<file path="config.mk">
export PLATFORM = sky130hd
export DESIGN_NAME = period_meter_flat
export DESIGN_NICKNAME = d
export VERILOG_FILES = /design/src/rtl/period_meter_if.sv /design/src/rtl/period_meter.sv /design/src/flat_wrapper.sv
export SDC_FILE = /design/constraint.sdc
export NUM_CORES = 1
export LEC_CHECK = 0
export BUFFER_PORTS_ARGS = -buffer_cell sky130_fd_sc_hd__buf_2
export CAP_MARGIN = 20
export CORE_MARGIN = 4
export CORE_UTILIZATION = 35
export DETAILED_ROUTE_END_ITERATION = 16
export GPL_TIMING_DRIVEN = 0
export PLACE_DENSITY = 0.53
export SLEW_MARGIN = 20
export SYNTH_ARGS = -nofsm -noshare
export SYNTH_HDL_FRONTEND = slang
export SYNTH_SLANG_ARGS = --single-unit
</file>
<file path="constraint.sdc">
create_clock -name clk -period 3.05 [get_ports clk]
set_clock_uncertainty 0.1 [all_clocks]
set_input_delay 0.305 -clock clk [delete_from_list [all_inputs] [get_ports clk]]
set_output_delay 0.305 -clock clk [all_outputs]
set_load 0.1 [all_outputs]
</file>
<file path="src/rtl/period_meter_if.sv">
// ----------------------------------------------------------------------------
// period_meter_if
//   Bundles the measured signal, the enable and the measurement results of
//   period_meter into one interface.
//
//   Handshake: valid is a single-cycle strobe from the meter. It has no ready,
//   so it cannot be stalled. In the cycle valid is high, period, high_time and
//   overflow carry a new result. Those three hold their value until the next
//   strobe.
//
//   Signals:
//     sig_in    : measured signal (master -> meter)
//     enable    : level-sensitive measurement enable (master -> meter)
//     period    : clk cycles between the last two rising edges of sig_in
//     high_time : clk cycles sig_in was high within that period
//     valid     : one-cycle result strobe
//     overflow  : last reported period saturated at all-ones
//     busy      : meter is armed or measuring
//
//   Modports:
//     master : drives sig_in/enable and observes the results
//     slave  : the meter itself
// ----------------------------------------------------------------------------
interface period_meter_if #(
    parameter int CNT_WIDTH = 16
);
    logic                 sig_in;
    logic                 enable;
    logic [CNT_WIDTH-1:0] period;
    logic [CNT_WIDTH-1:0] high_time;
    logic                 valid;
    logic                 overflow;
    logic                 busy;

    modport master (
        output sig_in,
        output enable,
        input  period,
        input  high_time,
        input  valid,
        input  overflow,
        input  busy
    );

    modport slave (
        input  sig_in,
        input  enable,
        output period,
        output high_time,
        output valid,
        output overflow,
        output busy
    );
endinterface

</file>
<file path="src/rtl/period_meter.sv">
// ----------------------------------------------------------------------------
// period_meter
//   Measures the period and the high time of sig_in in clk cycles. The period
//   is taken between two successive rising edges. Both counters saturate at
//   all-ones. A saturated period is flagged through overflow.
//
//   Build option (macro PERIOD_METER_SYNC_EN):
//     defined   : sig_in passes through a two-flop synchronizer, so it may be
//                 asynchronous to clk.
//     undefined : sig_in is registered once and is assumed synchronous to clk.
//   The reported values are the same in both builds. Only the latency from
//   sig_in to valid changes.
//
//   Ports:
//     clk       : system clock, rising edge
//     reset     : asynchronous active-low reset
//     bus       : period_meter_if.slave (sig_in, enable -> period, high_time,
//                 valid, overflow, busy)
//     state_dbg : current FSM state (0 IDLE, 1 ARM, 2 MEASURE)
// ----------------------------------------------------------------------------
module period_meter #(
    parameter int CNT_WIDTH = 16
) (
    input  logic       clk,
    input  logic       reset,
    period_meter_if.slave bus,
    output logic [1:0] state_dbg
);

    typedef enum logic [1:0] {
        S_IDLE    = 2'd0,
        S_ARM     = 2'd1,
        S_MEASURE = 2'd2
    } state_t;

    localparam logic [CNT_WIDTH-1:0] CNT_MAX = {CNT_WIDTH{1'b1}};
    localparam logic [CNT_WIDTH-1:0] CNT_ONE = {{(CNT_WIDTH-1){1'b0}}, 1'b1};

    // ------------------------------------------------------------------
    // Input stage. sig_ok goes high once sig_s holds a real sample of
    // sig_in rather than a reset value.
    // ------------------------------------------------------------------
    logic sig_s;
    logic sig_ok;

`ifdef PERIOD_METER_SYNC_EN
    logic sig_meta;
    logic ok_meta;

    always_ff @(posedge clk or negedge reset) begin
        if (!reset) begin
            sig_meta <= 1'b0;
            sig_s    <= 1'b0;
            ok_meta  <= 1'b0;
            sig_ok   <= 1'b0;
        end else begin
            sig_meta <= bus.sig_in;
            sig_s    <= sig_meta;
            ok_meta  <= 1'b1;
            sig_ok   <= ok_meta;
        end
    end
`else
    always_ff @(posedge clk or negedge reset) begin
        if (!reset) begin
            sig_s  <= 1'b0;
            sig_ok <= 1'b0;
        end else begin
            sig_s  <= bus.sig_in;
            sig_ok <= 1'b1;
        end
    end
`endif

    // ------------------------------------------------------------------
    // Edge detector. seen_low makes sure that a signal already high when
    // reset is released does not count as a rising edge. An edge is only
    // accepted after sig_in has been sampled low at least once.
    // ------------------------------------------------------------------
    logic sig_prev;
    logic seen_low;
    logic rise;

    always_ff @(posedge clk or negedge reset) begin
        if (!reset) begin
            sig_prev <= 1'b0;
            seen_low <= 1'b0;
        end else begin
            sig_prev <= sig_s;
            seen_low <= seen_low | (sig_ok & ~sig_s);
        end
    end

    assign rise = sig_s & ~sig_prev & seen_low;

    // ------------------------------------------------------------------
    // Measurement FSM. The rising edge that leaves ARM only starts the
    // count. Each later edge in MEASURE reports the count and restarts it.
    // Both counters load 1 on an edge because the edge cycle belongs to
    // the new period, and sig_s is high in that cycle.
    // ------------------------------------------------------------------
    state_t               state;
    logic [CNT_WIDTH-1:0] cnt;
    logic [CNT_WIDTH-1:0] hcnt;
    logic [CNT_WIDTH-1:0] period_r;
    logic [CNT_WIDTH-1:0] high_r;
    logic                 ovf_r;
    logic                 valid_r;

    always_ff @(posedge clk or negedge reset) begin
        if (!reset) begin
            state    <= S_IDLE;
            cnt      <= '0;
            hcnt     <= '0;
            period_r <= '0;
            high_r   <= '0;
            ovf_r    <= 1'b0;
            valid_r  <= 1'b0;
        end else begin
            valid_r <= 1'b0;
            case (state)
                S_IDLE: begin
                    cnt  <= '0;
                    hcnt <= '0;
                    if (bus.enable) begin
                        state <= S_ARM;
                    end
                end
                S_ARM: begin
                    if (!bus.enable) begin
                        state <= S_IDLE;
                    end else if (rise) begin
                        state <= S_MEASURE;
                        cnt   <= CNT_ONE;
                        hcnt  <= CNT_ONE;
                    end
                end
                S_MEASURE: begin
                    if (!bus.enable) begin
                        state <= S_IDLE;
                    end else if (rise) begin
                        period_r <= cnt;
                        high_r   <= hcnt;
                        ovf_r    <= (cnt == CNT_MAX);
                        valid_r  <= 1'b1;
                        cnt      <= CNT_ONE;
                        hcnt     <= CNT_ONE;
                    end else begin
                        if (cnt != CNT_MAX) begin
                            cnt <= cnt + CNT_ONE;
                        end
                        if (sig_s && (hcnt != CNT_MAX)) begin
                            hcnt <= hcnt + CNT_ONE;
                        end
                    end
                end
                default: begin
                    state <= S_IDLE;
                end
            endcase
        end
    end

    assign bus.period    = period_r;
    assign bus.high_time = high_r;
    assign bus.overflow  = ovf_r;
    assign bus.valid     = valid_r;
    assign bus.busy      = (state == S_ARM) || (state == S_MEASURE);
    assign state_dbg     = state;

endmodule

</file>
<file path="src/flat_wrapper.sv">
// flat-port wrapper written by rule: the top's interface ports become plain ports
module period_meter_flat 
#(
    parameter int CNT_WIDTH = 16
)
  (clk, reset, state_dbg, bus_sig_in, bus_enable, bus_period, bus_high_time, bus_valid, bus_overflow, bus_busy);
  period_meter_if #(.CNT_WIDTH(CNT_WIDTH)) bus_i ();
  input  logic clk;
  input  logic reset;
  output logic [1:0] state_dbg;
  input wire logic [$bits(bus_i.sig_in)-1:0] bus_sig_in;
  input wire logic [$bits(bus_i.enable)-1:0] bus_enable;
  output wire logic [$bits(bus_i.period)-1:0] bus_period;
  output wire logic [$bits(bus_i.high_time)-1:0] bus_high_time;
  output wire logic [$bits(bus_i.valid)-1:0] bus_valid;
  output wire logic [$bits(bus_i.overflow)-1:0] bus_overflow;
  output wire logic [$bits(bus_i.busy)-1:0] bus_busy;
  assign bus_i.sig_in = bus_sig_in;
  assign bus_i.enable = bus_enable;
  assign bus_period = bus_i.period;
  assign bus_high_time = bus_i.high_time;
  assign bus_valid = bus_i.valid;
  assign bus_overflow = bus_i.overflow;
  assign bus_busy = bus_i.busy;
  period_meter #(.CNT_WIDTH(CNT_WIDTH)) u_core (.clk(clk), .reset(reset), .bus(bus_i), .state_dbg(state_dbg));
endmodule
</file>
Yosys cells after proc, flatten, opt, wreduce, memory -nomap -nowiden. Index checks and enable logic that the tools add are counted.

Register bits after elaboration: 72. Output and inout port bits: 37.

Add/sub/neg operators: 2. Equal/unequal tests: 13. Muxes and demuxes: 18. Bitwise gates (word level): 6. Reduce and logical (&&, ||, !) cells: 8.

Operators with widths (count): 16-bit two-way mux (8); 16-bit case mux with 3 select lines (2); 16-bit by 1-bit adder with 16-bit output, second input constant (2); 16-bit inequality test, second input constant (2); 16-bit equality test, second input constant (1); 5-bit AND reduction (2); 2-bit two-way mux (4); 2-bit inequality test, second input constant (4); 3-bit by 1-bit inequality test with 1-bit output, second input constant (2); 2-bit case mux with 3 select lines (1); 3-bit AND reduction (2); 1-bit bitwise AND (3); 1-bit two-way mux (3); 3-bit by 2-bit inequality test with 1-bit output, second input constant (1); 3-bit nonzero test (1); 2-bit by 1-bit equality test with 1-bit output, second input constant (1); 2-bit equality test, second input constant (1); 2-bit logical NOT (1); 2-bit by 1-bit inequality test with 1-bit output, second input constant (1); 1-bit inverter (2); 1-bit logical AND (1); 1-bit logical OR (1); 1-bit OR (1).

Logic depth before layout (Yosys ltp). Gate-level depths: netlist of the first run.

Word-level depth: 6. Mapped depth: 9.

Worst setup path before layout of the first run. OpenSTA, ideal clock, no wires.

Kind: reg2reg. Start: reg u_core.state[1], in the netlist u_core.state_dbg[1]. End: reg u_core.hcnt[7]. Setup time: 0.076 ns. Data arrival time: 3.395 ns. Path slack: -0.521 ns. Stages on the path, launching flop included: 7. Period minus slack after synthesis: 3.571 ns. Cell sequence: dfrtp_1 > inv_1 > ha_1 > nand4_2 > a311o_1 > or4_1 > o21ai_1.

Cells in the longest elaborated chain, start to end: 3.

RTL lines: start: declaration (line period_meter.sv:102) `state_t state;`; start signal: assignment (line period_meter.sv:112) `state <= S_IDLE;`; start signal: assignment (line period_meter.sv:126) `state <= S_ARM;`; start signal: assignment (line period_meter.sv:131) `state <= S_IDLE;`; 2-bit equality test (tied with other cells) (line period_meter.sv:121) `case (state)`; 3-bit by 1-bit inequality test with 1-bit output (no source line) (tied with other cells); 5-bit AND reduction (no source line); end signal: assignment (line period_meter.sv:153) `hcnt <= hcnt + CNT_ONE;`; end: declaration (line period_meter.sv:104) `logic [CNT_WIDTH-1:0] hcnt;`.

Several ways; a longest one is shown, not always the timed one. A chain may end at the register's enable or synchronous reset.

Final worst setup path of the first run. Ends and elaborated chain as after synthesis.

==> results of run 1 <==
[how the worst max path moves through the flow]
stage / from / endpoint / slack [ns] / cells after the start
detailed placement: u_core.state_dbg[1] / u_core.hcnt[11] / 0.49 / 7
floorplan: u_core.state_dbg[1] / u_core.hcnt[7] / 0.09 / 6
global placement: u_core.state_dbg[1] / u_core.hcnt[12] / 0.46 / 7
finish: u_core.state_dbg[1] / u_core.hcnt[7] / 0.49 / 7
CTS: u_core.state_dbg[1] / u_core.hcnt[7] / 0.48 / 7
global route: u_core.state_dbg[1] / u_core.hcnt[12] / 0.30 / 7
[sequential cells by signal, summed over array words and instances (netlist names), 2 cells and up]
signal / cells
u_core.cnt: 16
u_core.bus.high_time: 16
u_core.bus.period: 16
u_core.hcnt: 16
u_core.state_dbg: 2
[cell type report]
cell class | instances | area, µm² | share of cell area (%)
flip-flops and latches | 72 | 1804 | 44.53
multi-input cells | 225 | 1511 | 37.31
repair buffers | 43 | 242.7 | 5.991
well taps | 129 | 161.4 | 3.984
clock buffers | 11 | 151.4 | 3.737
clock inverters | 5 | 78.83 | 1.946
plain buffers | 14 | 67.56 | 1.668
inverters | 9 | 33.78 | 0.8338
[kinds of logic (layout without fill, tap and decap cells)]
group                      after synthesis  count (layout)  synth area share, %
and+or+nand+nor                        101             101                15.22
AOI/OAI and AO/OA                       87              87                16.83
DFF                                     72              72                52.81
muxes                                   30              30                9.864
buffers and inverters                   23              82                2.970
adders and majority gates                6               6                2.200
other                                    1               1               0.1099
[power by group through the flow]
stage	registers [mW]	clock network, mW	logic (mW)
global placement	1.03	0	0.594
floorplan	1.15	0	0.347
detailed placement	1.03	0	0.602
finish	1.01	0.856	0.598
global route	1.02	0.921	0.646
CTS	1.01	0.881	0.607
[synthesized netlist by cell type, types with 2 or more instances]
library cell,count
ha_1,6
o31ai_1,15
o21ai_0,14
and3_1,3
nor2_1,17
and2_0,2
clkbuf_1,6
a21oi_1,6
a31oi_1,5
nand2_1,31
and2_1,5
dfrtp_1,72
nand3_1,13
o21ai_1,28
buf_2,6
nand4_1,8
nor3_1,5
or4_1,3
o41ai_1,6
a41oi_1,3
mux2_1,25
inv_1,9
nand2b_1,3
mux2_2,4
[through the flow]
stage | hold WS [ns] | util (%) | area [µm²] | cells | worst slack, ns
floorplan | -0.09059 | - | 3417 | 320 | 0.09154
detailed placement | 0.2066 | 40.56 | 3801 | 490 | 0.4928
CTS | 0.1330 | 43.23 | 4051 | 508 | 0.4760
global placement | 0.3133 | 40.32 | 3779 | 489 | 0.4630
finish | 0.1361 | 43.23 | 4051 | 508 | 0.4911
global route | 0.1510 | 43.23 | 4051 | 508 | 0.2957
[metal layers]
metal	vias up	wire length [µm]	global-route usage (%)
met5	-	0	0
met4	0	116	4.475
met3	11	247	3.311
met2	40	3530	23.34
met1	1307	3642	18.11
li1	1287	-	-
[timing repair]
item / 4_1_cts / 5_1_grt
endpoints found under the hold margin: 37 / 0
hold buffers: 2 / 0
setup endpoints to repair: 0 / 0
==> run_results.csv, run 1 <==
group,metric,value,unit
logic_synthesis,synth_area,0.003412,mm²
pwr,swShare,33.66,%
finish,final_common_cell,"dfrtp_1",
finish,mostFrequentLayoutCells,"70 x dfrtp_1, 45 x buf_2, 31 x nand2_1, 28 x o21ai_1, 25 x mux2_1",
finish,syn2layout_area_growth,18.74,%
floorplanning,initial_core_util,36.41,%
cts,path_clk_slew,0.07,ns
global_routing,grt_max_degree,38,
timing,hold_viol,0,
run_status,outcome,"finished, final reports clean",
timing,finalCriticalPeriod,2.559,ns
worst_setup_path,worstSetupStartpointType,"register",
pwr,comb_power_share,24.2,%
drt,firstDrtPassIters,4,
worst_setup_path,crit_fanout,7,
global_routing,grt_first_pass_wirelength,12980,µm
worst_setup_path,r2r-start,"u_core.state_dbg[1]",
drt,vias,2645,
worst_setup_path,crit_type,"register to register",
logic_synthesis,synth_top_area_share,52.81,%
drt,drt_wl_total,7537,µm
pwr,power_leakage,1.920,nW
pwr,p_clk_share,34.7,%
timing,slew_viol_final,0,
timing,worst_slew_pin_slew,0.6276,ns
hold_path,min_to,"u_core.state_dbg[1]",
cts,cts-root-buf,"clkbuf_8",
finish,final_nets,384,
floorplanning,die_w,106.7,µm
floorplanning,ios,41,
placed_design,portBuffers,40,
logic_synthesis,synth.area.top_cells,"dfrtp_1 53%, mux2_1 8.3%, o21ai_1 4.1%",
drt,antenna_left,0,
pwr,p_sw,0.8301,mW
pwr,ir_worst_vdd,227.6,µV
cts,cts_buffers,9,
logic_synthesis,yosysUniqueCellTypes,49,
timing,rsz0062_at_grt,"false",
logic_synthesis,yosysSeqAreaShare,52.81,%
global_routing,gr-total-overflow,0,
logic_synthesis,synth-seq-cells,72,
cts,cts.path.max_buffers,2,
drt,drt_iter0_markers,81,
worst_setup_path,endpoint_kind,"register",
hold_path,hold_class,"primary input to register",
finish,fill_cells,940,
timing,finalCritPeriodShare,83.90,%
worst_setup_path,reg2reg_depth,7,
timing,setup_viol,0,
global_routing,grt_pass1_vias,2654,
cts,cts_setup_buffers,0,
cts,cts_max_level,3,
logic_synthesis,ys_async_sr_fraction,100.0,%
floorplanning,rows,35,
hold_path,whs_path_depth,2,
worst_setup_path,crit_path_top_delay_cell,"or4_1",
pwr,p_per_area,608.6,mW/mm²
timing,fin_tns_setup,0,ns
hold_path,hold_start,"bus_enable",
logic_synthesis,synth_edf_count,0,
worst_setup_path,worstPathArrival,2.73,ns
logic_synthesis,avgSynthCellArea,10.66,µm²
worst_setup_path,crit_buf_inv,1,
worst_setup_path,r2r-end,"u_core.hcnt[7]",
finish,antenna_cells,0,
pwr,p_int,1.636,mW
drt,drc,0,
floorplanning,dieHeight,106.7,µm
logic_synthesis,syn_nets,330,
run,maxCapViolations,0,
cts,cts_resized,0,
logic_synthesis,syn_inst,320,
floorplanning,die-area,0.01139,mm²
cts,cts_tree,"built",
cts,clkSinkCount,72,
logic_synthesis,synthFlopType,"dfrtp_1",
timing,max_freq,390.8,MHz
logic_synthesis,yosys_warnings,0,
placed_design,gp_congestion,0.8175,
global_routing,antenna_found_initial,0,
placed_design,dp_hpwl,5321,µm
logic_synthesis,synth_top_area_cell,"dfrtp_1",
finish,drive_gt1_share,20.58,%
floorplanning,core_region_area,0.009371,mm²
pwr,total_power,2.466,mW
timing,relSlewSlack,57.81,%
drt,viasPerCell,5.207,
worst_setup_path,ff2ff_setup_slack,0.49,ns
pwr,seqPwrFrac,41.1,%
global_routing,grtUsageTotal,14.05,%
worst_setup_path,required,3.22,ns
worst_setup_path,crit_family,"simple AND/OR/NAND/NOR gates",
worst_setup_path,path_cells,"inv_1, ha_1, nor3b_2, nand4_2, a311o_1, or4_1, o21ai_1",
worst_setup_path,slowest_delay,0.49,ns
drt,wl_per_cell,14.84,µm
cts,clk_latency,0.35,ns
Note: power is estimated with default switching activity, not from simulation.
==> run 2, diff against run 1 <==
==> constraint.sdc (replaced) <==
create_clock -name clk -period 2.37 [get_ports clk]
set_clock_uncertainty 0.1 [all_clocks]
set_input_delay 0.237 -clock clk [delete_from_list [all_inputs] [get_ports clk]]
set_output_delay 0.237 -clock clk [all_outputs]
set_load 0.1 [all_outputs]
==> run 2 against run 1 <==
Effect of this change:
- die area is the same
- flip-flop and latch count did not move
- combinational power grew 48%
- sequential share of layout area shrank 1.1 points
- setup slack worse by 0.39 ns
- routed wire length grew 3.3%
- count of clock-buffer cells in the layout is the same
- first-iteration DRC count increased by 28%
- critical path depth down 1
- largest power group unchanged
==> run_results.csv, run 2 (synthesis results as in run 1) <==
group,metric,value,unit
timing,slew_viol_final,0,
hold_path,whs_path_depth,2,
worst_setup_path,endpoint_kind,"register",
worst_setup_path,worstPathArrival,2.44,ns
pwr,swShare,34.90,%
worst_setup_path,path_cells,"ha_2, nor3b_4, nand4_4, a311o_1, or4_1, o21ai_1",
finish,fin_area,0.004165,mm²
pwr,total_power,3.208,mW
pwr,p_clk_share,31.3,%
pwr,p_per_area,770.1,mW/mm²
placed_design,portBuffers,40,
placed_design,dpl-instance-area,0.003840,mm²
timing,hold_viol,0,
placed_design,dp_hpwl,5482,µm
timing,setup_viol,0,
finish,mostFrequentLayoutCells,"69 x dfrtp_1, 43 x buf_2, 31 x nand2_1, 28 x o21ai_1, 25 x mux2_1",
pwr,comb_power_share,27.7,%
finish,multi_input_area,0.001560,mm²
pwr,power_leakage,1.946,nW
floorplanning,die_w,106.7,µm
hold_path,hold_class,"primary input to register",
placed_design,dp.cells,490,
finish,fill_cells,969,
global_routing,grt_max_degree,45,
worst_setup_path,crit_family,"simple AND/OR/NAND/NOR gates",
finish,syn2layout_area_growth,22.08,%
floorplanning,initial_core_util,36.41,%
timing,relSlewSlack,57.38,%
cts,cts.path.max_buffers,2,
drt,vias,2691,
floorplanning,rows,35,
cts,cts_max_level,3,
timing,finalCriticalPeriod,2.266,ns
worst_setup_path,crit_fanout,6,
timing,worst_slew_pin_slew,0.6340,ns
pwr,seqPwrFrac,41.1,%
drt,viasPerCell,5.215,
finish,fin_util,44.45,%
placed_design,pre_cts_ws,-0.1986,ns
finish,final_nets,392,
floorplanning,ios,41,
worst_setup_path,cp.depth,6,
global_routing,grt_pass1_vias,2610,
drt,firstDrtPassIters,4,
worst_setup_path,required,2.54,ns
drt,wl_per_cell,15.09,µm
worst_setup_path,worstSetupStartpointType,"register",
run_status,outcome,"finished, final reports clean",
finish,register_area,0.001810,mm²
pwr,p_int,2.088,mW
drt,drt_wl_total,7788,µm
drt,drt_iter0_markers,104,
run,maxCapViolations,0,
floorplanning,core_region_area,0.009371,mm²
floorplanning,die-area,0.01139,mm²
worst_setup_path,slowest_delay,0.52,ns
timing,finalCritPeriodShare,95.62,%
drt,antenna_left,0,
timing,worst_slack,0.1037,ns
global_routing,grtUsageTotal,14.77,%
cts,cts-root-buf,"clkbuf_8",
pwr,p_sw,1.119,mW
drt,drc,0,
cts,path_clk_slew,0.08,ns
global_routing,grt_first_pass_wirelength,13460,µm
timing,rsz0062_at_grt,"true",
finish,drive_gt1_share,24.81,%
floorplanning,dieHeight,106.7,µm
worst_setup_path,crit_path_top_delay_cell,"dfrtp_4",
cts,clk_latency,0.34,ns
worst_setup_path,reg2reg_depth,6,
cts,cts_buffers,9,
global_routing,gr-total-overflow,0,
worst_setup_path,crit_type,"register to register",
pwr,ir_worst_vdd,434.5,µV
placed_design,gp_congestion,0.8204,
cts,cts_tree,"built",
finish,fin_cells,516,
finish,antenna_cells,0,
cts,clkSinkCount,72,
finish,final_common_cell,"dfrtp_1",
global_routing,antenna_found_initial,0,
worst_setup_path,crit_buf_inv,0,
timing,max_freq,441.2,MHz
## run 2: changes by cell type in the layout (fill, tap and decap cells not counted), sizes merged
cell,change
clkbuf,+1
clkinv,-1
buf,+7
bufinv,-1
clkinvlp,+2
## run 2: layout make-up
class	count	area share, %
repair buffers	51	7.450
clock inverters	5	1.322
clock buffers	11	3.635
well taps	129	3.875
plain buffers	14	1.862
inverters	9	0.9312
multi-input cells	225	37.46
flip-flops and latches	72	43.47
## run 2: stage by stage
stage / TNS, ns / hold slack, ns
CTS: 0 / 0.05504
detailed placement: -2.015 / 0.09570
global route: -0.01154 / 0.06336
floorplan: -0.06799 / -0.1586
finish: 0 / 0.06698
global placement: -1.863 / 0.2497
## run 2: path summary, 6_finish.rpt
| path | start | end | slack (ns) |
|---|---|---|---|
| worst max register to register | u_core.state_dbg[0] | u_core.hcnt[7] | 0.10 |
| worst max-delay path | u_core.state_dbg[0] | u_core.hcnt[7] | 0.10 |
| max in group asynchronous | reset | u_core.cnt[0] | 1.35 |
| worst min-delay path | bus_enable | u_core.state_dbg[1] | 0.07 |
| min in group asynchronous | reset | u_core.bus.period[14] | 0.25 |
| worst min register to register | u_core.seen_low | u_core.seen_low | 0.36 |
## run 2: repair_timing
action                                  in CTS  in global routing
pin swaps                                    4                  4
gates resized for setup                      4                 10
gates cloned                                 0                  0
endpoints found under the setup margin      21                 34
hold buffers                                 2                  0
endpoints found under the hold margin       29                  0
setup buffers                                5                  3
## run 2: power groups by stage
stage,Sequential [mW],Combinational (mW),Clock [mW]
6_report,1.32,0.887,1.00
3_5_place_dp,1.34,0.814,0
3_3_place_gp,1.34,0.800,0
4_1_cts,1.32,0.880,1.04
2_1_floorplan,1.49,0.486,0
5_1_grt,1.33,0.967,1.10
## run 2: per-layer routing
layer / track usage, % / up-vias / part of all wire [%]
met3: 4.154 / 8 / 4.5
met4: 3.470 / 0 / 1.0
met1: 19.53 / 1312 / 46
li1: - / 1309 / -
met2: 24.10 / 62 / 48
met5: 0 / - / 0
==> run 3, diff against run 2 <==
--- a/config.mk
+++ b/config.mk
@@ -5,13 +5,12 @@
 export SDC_FILE = /design/constraint.sdc
 export NUM_CORES = 1
 export LEC_CHECK = 0
-export BUFFER_PORTS_ARGS = -buffer_cell sky130_fd_sc_hd__buf_2
 export CAP_MARGIN = 20
 export CORE_MARGIN = 4
 export CORE_UTILIZATION = 35
 export DETAILED_ROUTE_END_ITERATION = 16
-export GPL_TIMING_DRIVEN = 0
-export PLACE_DENSITY = 0.53
+export DONT_BUFFER_PORTS = 1
+export PLACE_DENSITY = 0.49
 export SLEW_MARGIN = 20
 export SYNTH_ARGS = -nofsm -noshare
 export SYNTH_HDL_FRONTEND = slang
==> run 3 against run 2 <==
Effect of this change:
- flip-flop and latch count stayed put
- critical path depth is 2 higher
- fmax is 3.0% higher
- count of clock-buffer cells in the layout is 2 higher
- critical path type unchanged
- critical endpoint is now u_core.hcnt[9]
- largest cell class unchanged
- largest power group unchanged
==> run_results.csv, run 3 (synthesis results as in run 1) <==
group,metric,value,unit
timing,slew_viol_final,0,
global_routing,grt_pass1_vias,2568,
drt,vias,2528,
timing,rsz0062_at_grt,"false",
finish,fin_area,0.004050,mm²
pwr,p_clk_share,28.1,%
floorplanning,die-area,0.01139,mm²
worst_setup_path,r2r-start,"u_core.hcnt[1]",
floorplanning,dieHeight,106.7,µm
cts,path_clk_slew,0.08,ns
worst_setup_path,crit_fanout,12,
placed_design,dpl-instance-area,0.003790,mm²
drt,wl_per_cell,15.71,µm
pwr,p_int,2.003,mW
pwr,power_leakage,1.807,nW
drt,wl_met1,3631,µm
timing,worst_slew_pin_slew,0.9084,ns
pwr,p_per_area,763.4,mW/mm²
worst_setup_path,ff2ff_setup_slack,0.17,ns
finish,fin_cells,488,
floorplanning,initial_core_util,36.41,%
finish,drive_gt1_share,18.94,%
run,maxCapViolations,0,
drt,wl_met2,3749,µm
finish,final_nets,365,
cts,cts_tree,"built",
drt,drc,0,
placed_design,dp.cells,468,
timing,hold_slack,0.2866,ns
floorplanning,die_w,106.7,µm
timing,fin_tns_setup,0,ns
placed_design,gp_congestion,0.7529,
timing,max_freq,454.4,MHz
cts,clkSinkCount,72,
drt,firstDrtPassIters,4,
pwr,comb_power_share,27.3,%
finish,mostFrequentLayoutCells,"70 x dfrtp_1, 34 x buf_4, 31 x nand2_1, 28 x o21ai_1, 25 x mux2_1",
timing,worst_slack,0.1695,ns
global_routing,grt_max_degree,73,
timing,finalCritPeriodShare,92.85,%
worst_setup_path,required,2.48,ns
pwr,seqPwrFrac,44.5,%
placed_design,portBuffers,0,
timing,hold_viol,0,
drt,viasPerCell,5.180,
drt,drt_wl_total,7668,µm
hold_path,min_to,"u_core.cnt[4]",
placed_design,pre_cts_ws,0.07410,ns
timing,relSlewSlack,39.44,%
pwr,swShare,35.22,%
floorplanning,rows,35,
drt,wl_met3,257,µm
timing,setup_viol,0,
cts,clk_latency,0.34,ns
cts,cts_max_level,3,
finish,antenna_cells,0,
global_routing,gr-total-overflow,0,
global_routing,grtUsageTotal,14.35,%
floorplanning,ios,41,
worst_setup_path,crit_type,"register to register",
cts,cts-root-buf,"clkbuf_8",
drt,drt_iter0_markers,101,
timing,finalCriticalPeriod,2.200,ns
hold_path,hold_class,"primary input to register",
worst_setup_path,slowest_delay,0.38,ns
placed_design,dp_hpwl,5225,µm
floorplanning,core_region_area,0.009371,mm²
hold_path,whs_path_depth,4,
pwr,p_sw,1.089,mW
worst_setup_path,worstSetupStartpointType,"register",
worst_setup_path,path_cells,"ha_1, nand4_1, buf_4, nor3_1, a311o_1, buf_4, nand2b_1, o21ai_1",
drt,antenna_left,0,
worst_setup_path,crit_path_top_delay_cell,"dfrtp_1",
finish,final_common_cell,"dfrtp_1",
run_status,outcome,"finished, final reports clean",
finish,syn2layout_area_growth,18.70,%
cts,cts.path.max_buffers,2,
worst_setup_path,r2r-end,"u_core.hcnt[9]",
worst_setup_path,endpoint_kind,"register",
pwr,ir_worst_vdd,270.6,µV
hold_path,hold_start,"bus_enable",
global_routing,antenna_found_initial,0,
worst_setup_path,crit_top_cell,"buf_4",
global_routing,grt_first_pass_wirelength,13250,µm
worst_setup_path,worstPathArrival,2.31,ns
cts,cts_buffers,9,
drt,highest_layer,"met4",
worst_setup_path,reg2reg_depth,8,
==> run 3: per-layer routing <==
layer	track usage, %	up-vias
met5	0	-
met4	4.201	0
met3	3.552	2
met2	24.01	38
met1	18.40	1238
li1	-	1250
==> run 3: worst max-delay path: cells and delay by family (launching register included) <==
kind                     cells  cell delay, ns
adder cells (fa/ha/maj)      1            0.26
flip-flops                   1            0.38
AND/OR/NAND/NOR              3            0.62
AO/OA/AOI/OAI                2            0.32
buffers and inverters        2            0.38
==> run 3: final cells by class <==
cell class                 instances  area, µm²
multi-input combinational        225       1554
sequential                        72       1809
tap                              129      161.4
clock inverter                     2      15.01
inverter                           9      38.79
fill                             958       5321
timing repair buffer              38      312.8
clock buffer                      13      158.9
==> run 3: how the worst max path moves through the flow <==
stage,startpoint,endpoint,slack [ns],depth (start not counted)
detailed placement,u_core.state_dbg[0],u_core.hcnt[7],0.07,6
global placement,u_core.state_dbg[0],u_core.hcnt[7],0.12,6
global route,u_core.hcnt[1],u_core.hcnt[9],0.03,8
floorplan,u_core.state_dbg[1],u_core.hcnt[7],-0.07,6
finish,u_core.hcnt[1],u_core.hcnt[9],0.17,8
CTS,u_core.state_dbg[0],u_core.hcnt[7],0.07,6
==> run 3: what timing repair did <==
action	in CTS	in global routing
endpoints found under the setup margin	0	1
endpoints found under the hold margin	75	0
buffers inserted	0	1
gates resized for setup	0	4
hold buffers	4	0
==> run 3: metrics by stage <==
stage	power (mW)	util [%]
2_1_floorplan	1.974	-
3_3_place_gp	2.174	40.44
3_5_place_dp	2.181	40.44
4_1_cts	3.118	42.91
5_1_grt	3.285	43.22
6_report	3.092	43.22
==> run 3: power by group through the flow <==
stage / Clock (mW) / Sequential, mW / Combinational [mW]
6_report: 0.870 / 1.38 / 0.845
5_1_grt: 0.974 / 1.38 / 0.928
3_3_place_gp: 0 / 1.39 / 0.779
2_1_floorplan: 0 / 1.49 / 0.486
3_5_place_dp: 0 / 1.40 / 0.785
4_1_cts: 0.922 / 1.37 / 0.824
